`config.mk`:
```
export PLATFORM = sky130hd
export DESIGN_NAME = sprite_slot_shifter
export DESIGN_NICKNAME = d
export VERILOG_FILES = /design/src/rtl/sprite_slot_shifter.sv
export SDC_FILE = /design/constraint.sdc
export NUM_CORES = 1
export LEC_CHECK = 0
export CAP_MARGIN = 5
export CORE_MARGIN = 2
export CORE_UTILIZATION = 67
export DETAILED_ROUTE_END_ITERATION = 12
export PLACE_DENSITY = 0.83
export SETUP_SLACK_MARGIN = 0.15
export SLEW_MARGIN = 10
export SYNTH_ARGS = -nofsm -noshare
export SYNTH_HDL_FRONTEND = slang
export SYNTH_SLANG_ARGS = --single-unit
```
`constraint.sdc`:
```
create_clock -name clk -period 4 [get_ports clk]
set_input_delay 0.8 -clock clk [delete_from_list [all_inputs] [get_ports clk]]
set_output_delay 0.8 -clock clk [all_outputs]
set_load 0.02 [all_outputs]
```
`src/rtl/sprite_slot_shifter.sv`:
```
`default_nettype none
// ============================================================================
// Module  : sprite_slot_shifter
// Purpose : Per-slot sprite row shifter feeding a sprite priority encoder.
//           Optional macro SPRITE_HFLIP_EN adds per-slot horizontal flip.
// Revision: 1.0 - initial release
// ============================================================================
module sprite_slot_shifter #(
  parameter int NUM_SLOTS = 9,
  parameter int SPRITE_W  = 16,
  parameter int PIX_W     = 2,
  parameter int X_W       = 10
) (
  input  logic                      clk,
  input  logic                      reset_n,
  input  logic                      line_start,
  input  logic [X_W-1:0]            hcount,
  input  logic                      pix_en,
  input  logic                      load_valid,
  output logic                      load_ready,
  input  logic [3:0]                load_slot,
  input  logic [X_W-1:0]            load_x,
  input  logic [SPRITE_W*PIX_W-1:0] load_row,
  input  logic                      load_palette,
`ifdef SPRITE_HFLIP_EN
  input  logic                      load_hflip,
`endif
  output logic [PIX_W-1:0]          pixel_data_out [NUM_SLOTS],
  output logic [NUM_SLOTS-1:0]      palette_data_out,
  output logic [NUM_SLOTS-1:0]      slot_active
);

  localparam int                CNT_W  = (SPRITE_W > 1) ? $clog2(SPRITE_W) : 1;
  localparam logic [CNT_W-1:0]  C_LAST = CNT_W'(SPRITE_W - 1);

  typedef enum logic [1:0] {
    S_IDLE  = 2'd0,
    S_WAIT  = 2'd1,
    S_SHIFT = 2'd2,
    S_DONE  = 2'd3
  } slot_state_t;

  logic r_ready;
  logic w_load_fire;

  always_ff @(posedge clk or negedge reset_n) begin
    if (!reset_n) r_ready <= 1'b0;
    else          r_ready <= 1'b1;
  end

  // Loads are refused on line_start so shadow promotion never races a write.
  assign load_ready  = r_ready && !line_start;
  assign w_load_fire = load_valid && load_ready;

  for (genvar s = 0; s < NUM_SLOTS; s++) begin : g_slot
    localparam logic [3:0] C_SLOT_ID = 4'(s);

    logic [X_W-1:0]            r_sh_x, r_act_x;
    logic [SPRITE_W*PIX_W-1:0] r_sh_row, r_act_row;
    logic                      r_sh_pal, r_act_pal, r_sh_vld;
    slot_state_t               r_state, w_state_nx;
    logic [CNT_W-1:0]          r_cnt, w_cnt_nx, w_sel, w_idx;
    logic [PIX_W-1:0]          r_pix, w_pix_nx, w_pix_sel;
    logic                      r_pal, w_pal_nx, w_wr;

    assign w_wr = w_load_fire && (load_slot == C_SLOT_ID);

    always_ff @(posedge clk or negedge reset_n) begin
      if (!reset_n) begin
        r_sh_x    <= '0;
        r_sh_row  <= '0;
        r_sh_pal  <= 1'b0;
        r_sh_vld  <= 1'b0;
        r_act_x   <= '0;
        r_act_row <= '0;
        r_act_pal <= 1'b0;
      end else if (line_start) begin
        r_act_x   <= r_sh_x;
        r_act_row <= r_sh_row;
        r_act_pal <= r_sh_pal;
        r_sh_vld  <= 1'b0;
      end else if (w_wr) begin
        r_sh_x    <= load_x;
        r_sh_row  <= load_row;
        r_sh_pal  <= load_palette;
        r_sh_vld  <= 1'b1;
      end
    end

    // In WAIT the first emitted pixel is always logical pixel 0.
    assign w_sel = (r_state == S_WAIT) ? '0 : r_cnt;

`ifdef SPRITE_HFLIP_EN
    logic r_sh_hflip, r_act_hflip;

    always_ff @(posedge clk or negedge reset_n) begin
      if (!reset_n) begin
        r_sh_hflip  <= 1'b0;
        r_act_hflip <= 1'b0;
      end else if (line_start) begin
        r_act_hflip <= r_sh_hflip;
      end else if (w_wr) begin
        r_sh_hflip  <= load_hflip;
      end
    end

    assign w_idx = r_act_hflip ? (C_LAST - w_sel) : w_sel;
`else
    assign w_idx = w_sel;
`endif

    assign w_pix_sel = r_act_row[w_idx*PIX_W +: PIX_W];

    always_comb begin
      w_state_nx = r_state;
      w_cnt_nx   = r_cnt;
      w_pix_nx   = r_pix;
      w_pal_nx   = r_pal;
      if (line_start) begin
        w_state_nx = r_sh_vld ? S_WAIT : S_IDLE;
        w_cnt_nx   = '0;
        w_pix_nx   = '0;
        w_pal_nx   = 1'b0;
      end else if (pix_en) begin
        w_pix_nx = '0;
        w_pal_nx = 1'b0;
        case (r_state)
          S_WAIT: begin
            if (hcount == r_act_x) begin
              w_pix_nx   = w_pix_sel;
              w_pal_nx   = r_act_pal;
              w_cnt_nx   = CNT_W'(1);
              w_state_nx = (SPRITE_W == 1) ? S_DONE : S_SHIFT;
            end
          end
          S_SHIFT: begin
            w_pix_nx = w_pix_sel;
            w_pal_nx = r_act_pal;
            w_cnt_nx = r_cnt + CNT_W'(1);
            if (r_cnt == C_LAST) w_state_nx = S_DONE;
          end
          default: ;
        endcase
      end
    end

    always_ff @(posedge clk or negedge reset_n) begin
      if (!reset_n) begin
        r_state <= S_IDLE;
        r_cnt   <= '0;
        r_pix   <= '0;
        r_pal   <= 1'b0;
      end else begin
        r_state <= w_state_nx;
        r_cnt   <= w_cnt_nx;
        r_pix   <= w_pix_nx;
        r_pal   <= w_pal_nx;
      end
    end

    assign pixel_data_out[s]   = r_pix;
    assign palette_data_out[s] = r_pal;
    assign slot_active[s]      = (r_state == S_WAIT) || (r_state == S_SHIFT);
  end

endmodule
`default_nettype wire
```
==> flow_summary.yaml <==
status:
  status: "complete, no violations"
worst_setup_path:
  worstSetupPathType: "input port to flip-flop"
  arrival_ns: 3.66
  crit_path_end_kind: "flip-flop"
  path_max_fanout: 9
  cp-start-kind: "input port"
  cp.required_ns: 4.57
detailed_routing:
  routed_wirelength_um: 91050
  drc_errors: 0
  avgRoutedWirePerCell_um: 25.68
  ant_nets: 0
  drtIter0Drc: 2124
  drt_first_pass_iters: 6
  via_per_inst: 6.533
  num_vias: 23170
layout:
  finalNonFillerCells: 3546
  ff_latch_area_um2: 21650
  n_antenna_cell: 0
  n_fill_cell: 3235
  areaGrowthSynthToFinish_pct: 11.97
  nets: 2821
  drive_above_1_share: 0.3674
  multi_input_area_um2: 14890
yosys:
  synth_top_family_by_area: "multiplexers"
  ys_warn_count: 0
  syn_inst: 2673
  yosysTopAreaCell: "dfrtp_1"
  synthTopCellsByArea: "dfrtp_1 (58%), mux2_2 (24%), xnor2_1 (1.9%)"
  synth.net_count: 2762
  ys_seq_elements: 865
  synth_async_sr_flop_share: 1.000
  synth.avg_cell_area_um2: 14.04
  synth_mux_area_frac: 0.2632
  synthAdderAreaFrac: 0.009000
  synth_xor_xnor_area_share: 0.02100
  synth_top_area_frac: 0.5767
  synth_compound_area_frac: 0.05827
  synth-seq-area-share: 0.5767
  synth.most_common_cell: "dfrtp_1"
  yosys-top-cells-count: "dfrtp_1 (865), mux2_2 (788), clkbuf_1 (96), xnor2_1 (80), nand2_1 (67)"
  synth_flop_cell: "dfrtp_1"
  synth_cell_types: 69
  syn-cell-area_um2: 37540
  synth-edff-count: 0
  yosys.area_share.simple: 0.04430
clock_tree:
  postCtsResizedCells: 0
  htreeDepth: 3
  cts_buffers: 87
  clock_sinks: 865
  hold_buffers: 0
  cts_root_buf: "clkbuf_16"
  post-cts-setup-buffer-count: 0
  clk_path_buf_depth: 3
  clk_pin_slew_ns: 0.06
  cts_tree: "yes"
  clk_latency_ns: 0.64
timing:
  worst_pin_slew_ns: 1.164
  finalMaxSlewViolations: 0
  period_share: 0.7712
  finalSetupViolations: 0
  fmax_ghz: 0.3242
  tns_ns: 0
  fin_crit_ns: 3.085
  relSlewSlack: 0.2242
  rsz0062_at_grt: "no"
  finalHoldViolations: 0
  skew_ns: 0.01896
floorplanning:
  io_pins: 99
  dieArea_um2: 57930
  coreArea_um2: 55200
  fp.dieW_um: 240.7
  rows: 86
  die_y_um: 240.7
  start_util: 0.6800
placement:
  place_inst: 3391
  dp_hpwl_um: 58530
  place.gp.congestion: 0.8603
  port_buffers: 98
global_routing:
  grt_start_max_net_pins: 192
  grt_pass1_wl_um: 142300
  grt_pass1_vias: 24280
  antenna_found_initial: 1
  overflow: 0
  grt_usage: 0.3243
run:
  maxCapViolations: 0
pwr:
  total_leakage_power_nw: 19.59
  ir_drop_v: 0.0004090
  powerDensity_nw_per_um2: 501.6
  total_power_mw: 21.08
min_path:
  hold_path.class: "input port to asynchronous set/reset pin"
critical path, stage by stage:
cell and delay, ns:
clkdlybuf4s50_1 0.81, xor2_1 0.34, nor4_1 0.69, buf_4 0.24
a31oi_1 0.09, nor3_1 0.44, a32o_1 0.25
layout by cell type, fill, tap and decap left out, types with 19 or more instances in the layout:
cell type	n
a21oi_1	64
buf_4	20
clkbuf_1	19
clkbuf_16	89
clkbuf_8	24
clkdlybuf4s50_1	95
dfrtp_1	865
ha_1	27
inv_1	65
mux2_2	788
mux2i_1	24
mux4_2	31
nand2_1	65
nand2b_1	23
nand3_1	38
nand4_1	21
nor2_1	54
nor3_1	32
o21ai_0	24
o22ai_1	31
xnor2_1	80
cell type report:
cell class,count,area share
sequential,865,0.5150
multi-input combinational,1581,0.3544
clock buffer,132,0.06255
timing repair buffer,132,0.03370
tap,748,0.02227
clock inverter,23,0.006282
inverter,65,0.005805
metal layers:
layer,share of wire,track usage,vias up
met5,0.00014,0,-
met4,0.038,0.1222,2
met3,0.067,0.06325,246
met2,0.47,0.5084,904
met1,0.42,0.4564,12260
li1,-,-,9753
through the flow:
stage | util | setup WS (ns) | instance area [µm²] | hold WS (ns)
floorplan | - | 1.496 | 37540 | 0.4446
global placement | 0.7090 | 0.5288 | 39140 | 0.4545
detailed placement | 0.7090 | 0.4639 | 39140 | 0.4687
CTS | 0.7614 | 0.9625 | 42030 | 0.1057
global route | 0.7614 | 0.9195 | 42030 | 0.1216
finish | 0.7614 | 0.9152 | 42030 | 0.1001
sequential cells by signal, summed over array words and instances, names as in the netlist, 18 cells and up:
register          count
g_slot.r_act_row    288
g_slot.r_act_x       90
g_slot.r_cnt         36
g_slot.r_pix         18
g_slot.r_sh_row     288
g_slot.r_sh_x        90
g_slot.r_state       18
worst paths after layout:
| path | from | endpoint | slack, ns | depth (start not counted) |
|---|---|---|---|---|
| worst max-delay path | hcount[3] | g_slot[1].r_pix[0] | 0.92 | 7 |
| worst min-delay path | reset_n | g_slot[3].r_sh_row[28] | 0.10 | 1 |
| worst max register to register | g_slot[0].r_state[1] | g_slot[0].r_cnt[0] | 1.36 | 6 |
| worst min register to register | g_slot[5].r_sh_vld | g_slot[5].r_sh_vld | 0.48 | 1 |
| max in group asynchronous | reset_n | g_slot[5].r_sh_row[1] | 2.60 | 2 |
| min in group clk | g_slot[5].r_sh_vld | g_slot[5].r_sh_vld | 0.48 | 1 |
cell families (layout without fill, tap and decap cells):
logic type	after synthesis	in the layout
muxes	849	849
DFF	865	865
xor gates and xnor gates	90	90
buffers and inverters	227	352
other	1	1
and+or+nand+nor	316	316
AOI/OAI and AO/OA	298	298
adders and majority gates	27	27
report_power, final:
group          internal, mW  switching (mW)  leakage, nW
Sequential             9.87           0.636         11.6
Clock                  4.85            3.38         1.43
Combinational          1.29            1.06         6.60
Total                  16.0            5.08         19.6
No activity file was read; power rests on OpenSTA's default activity.
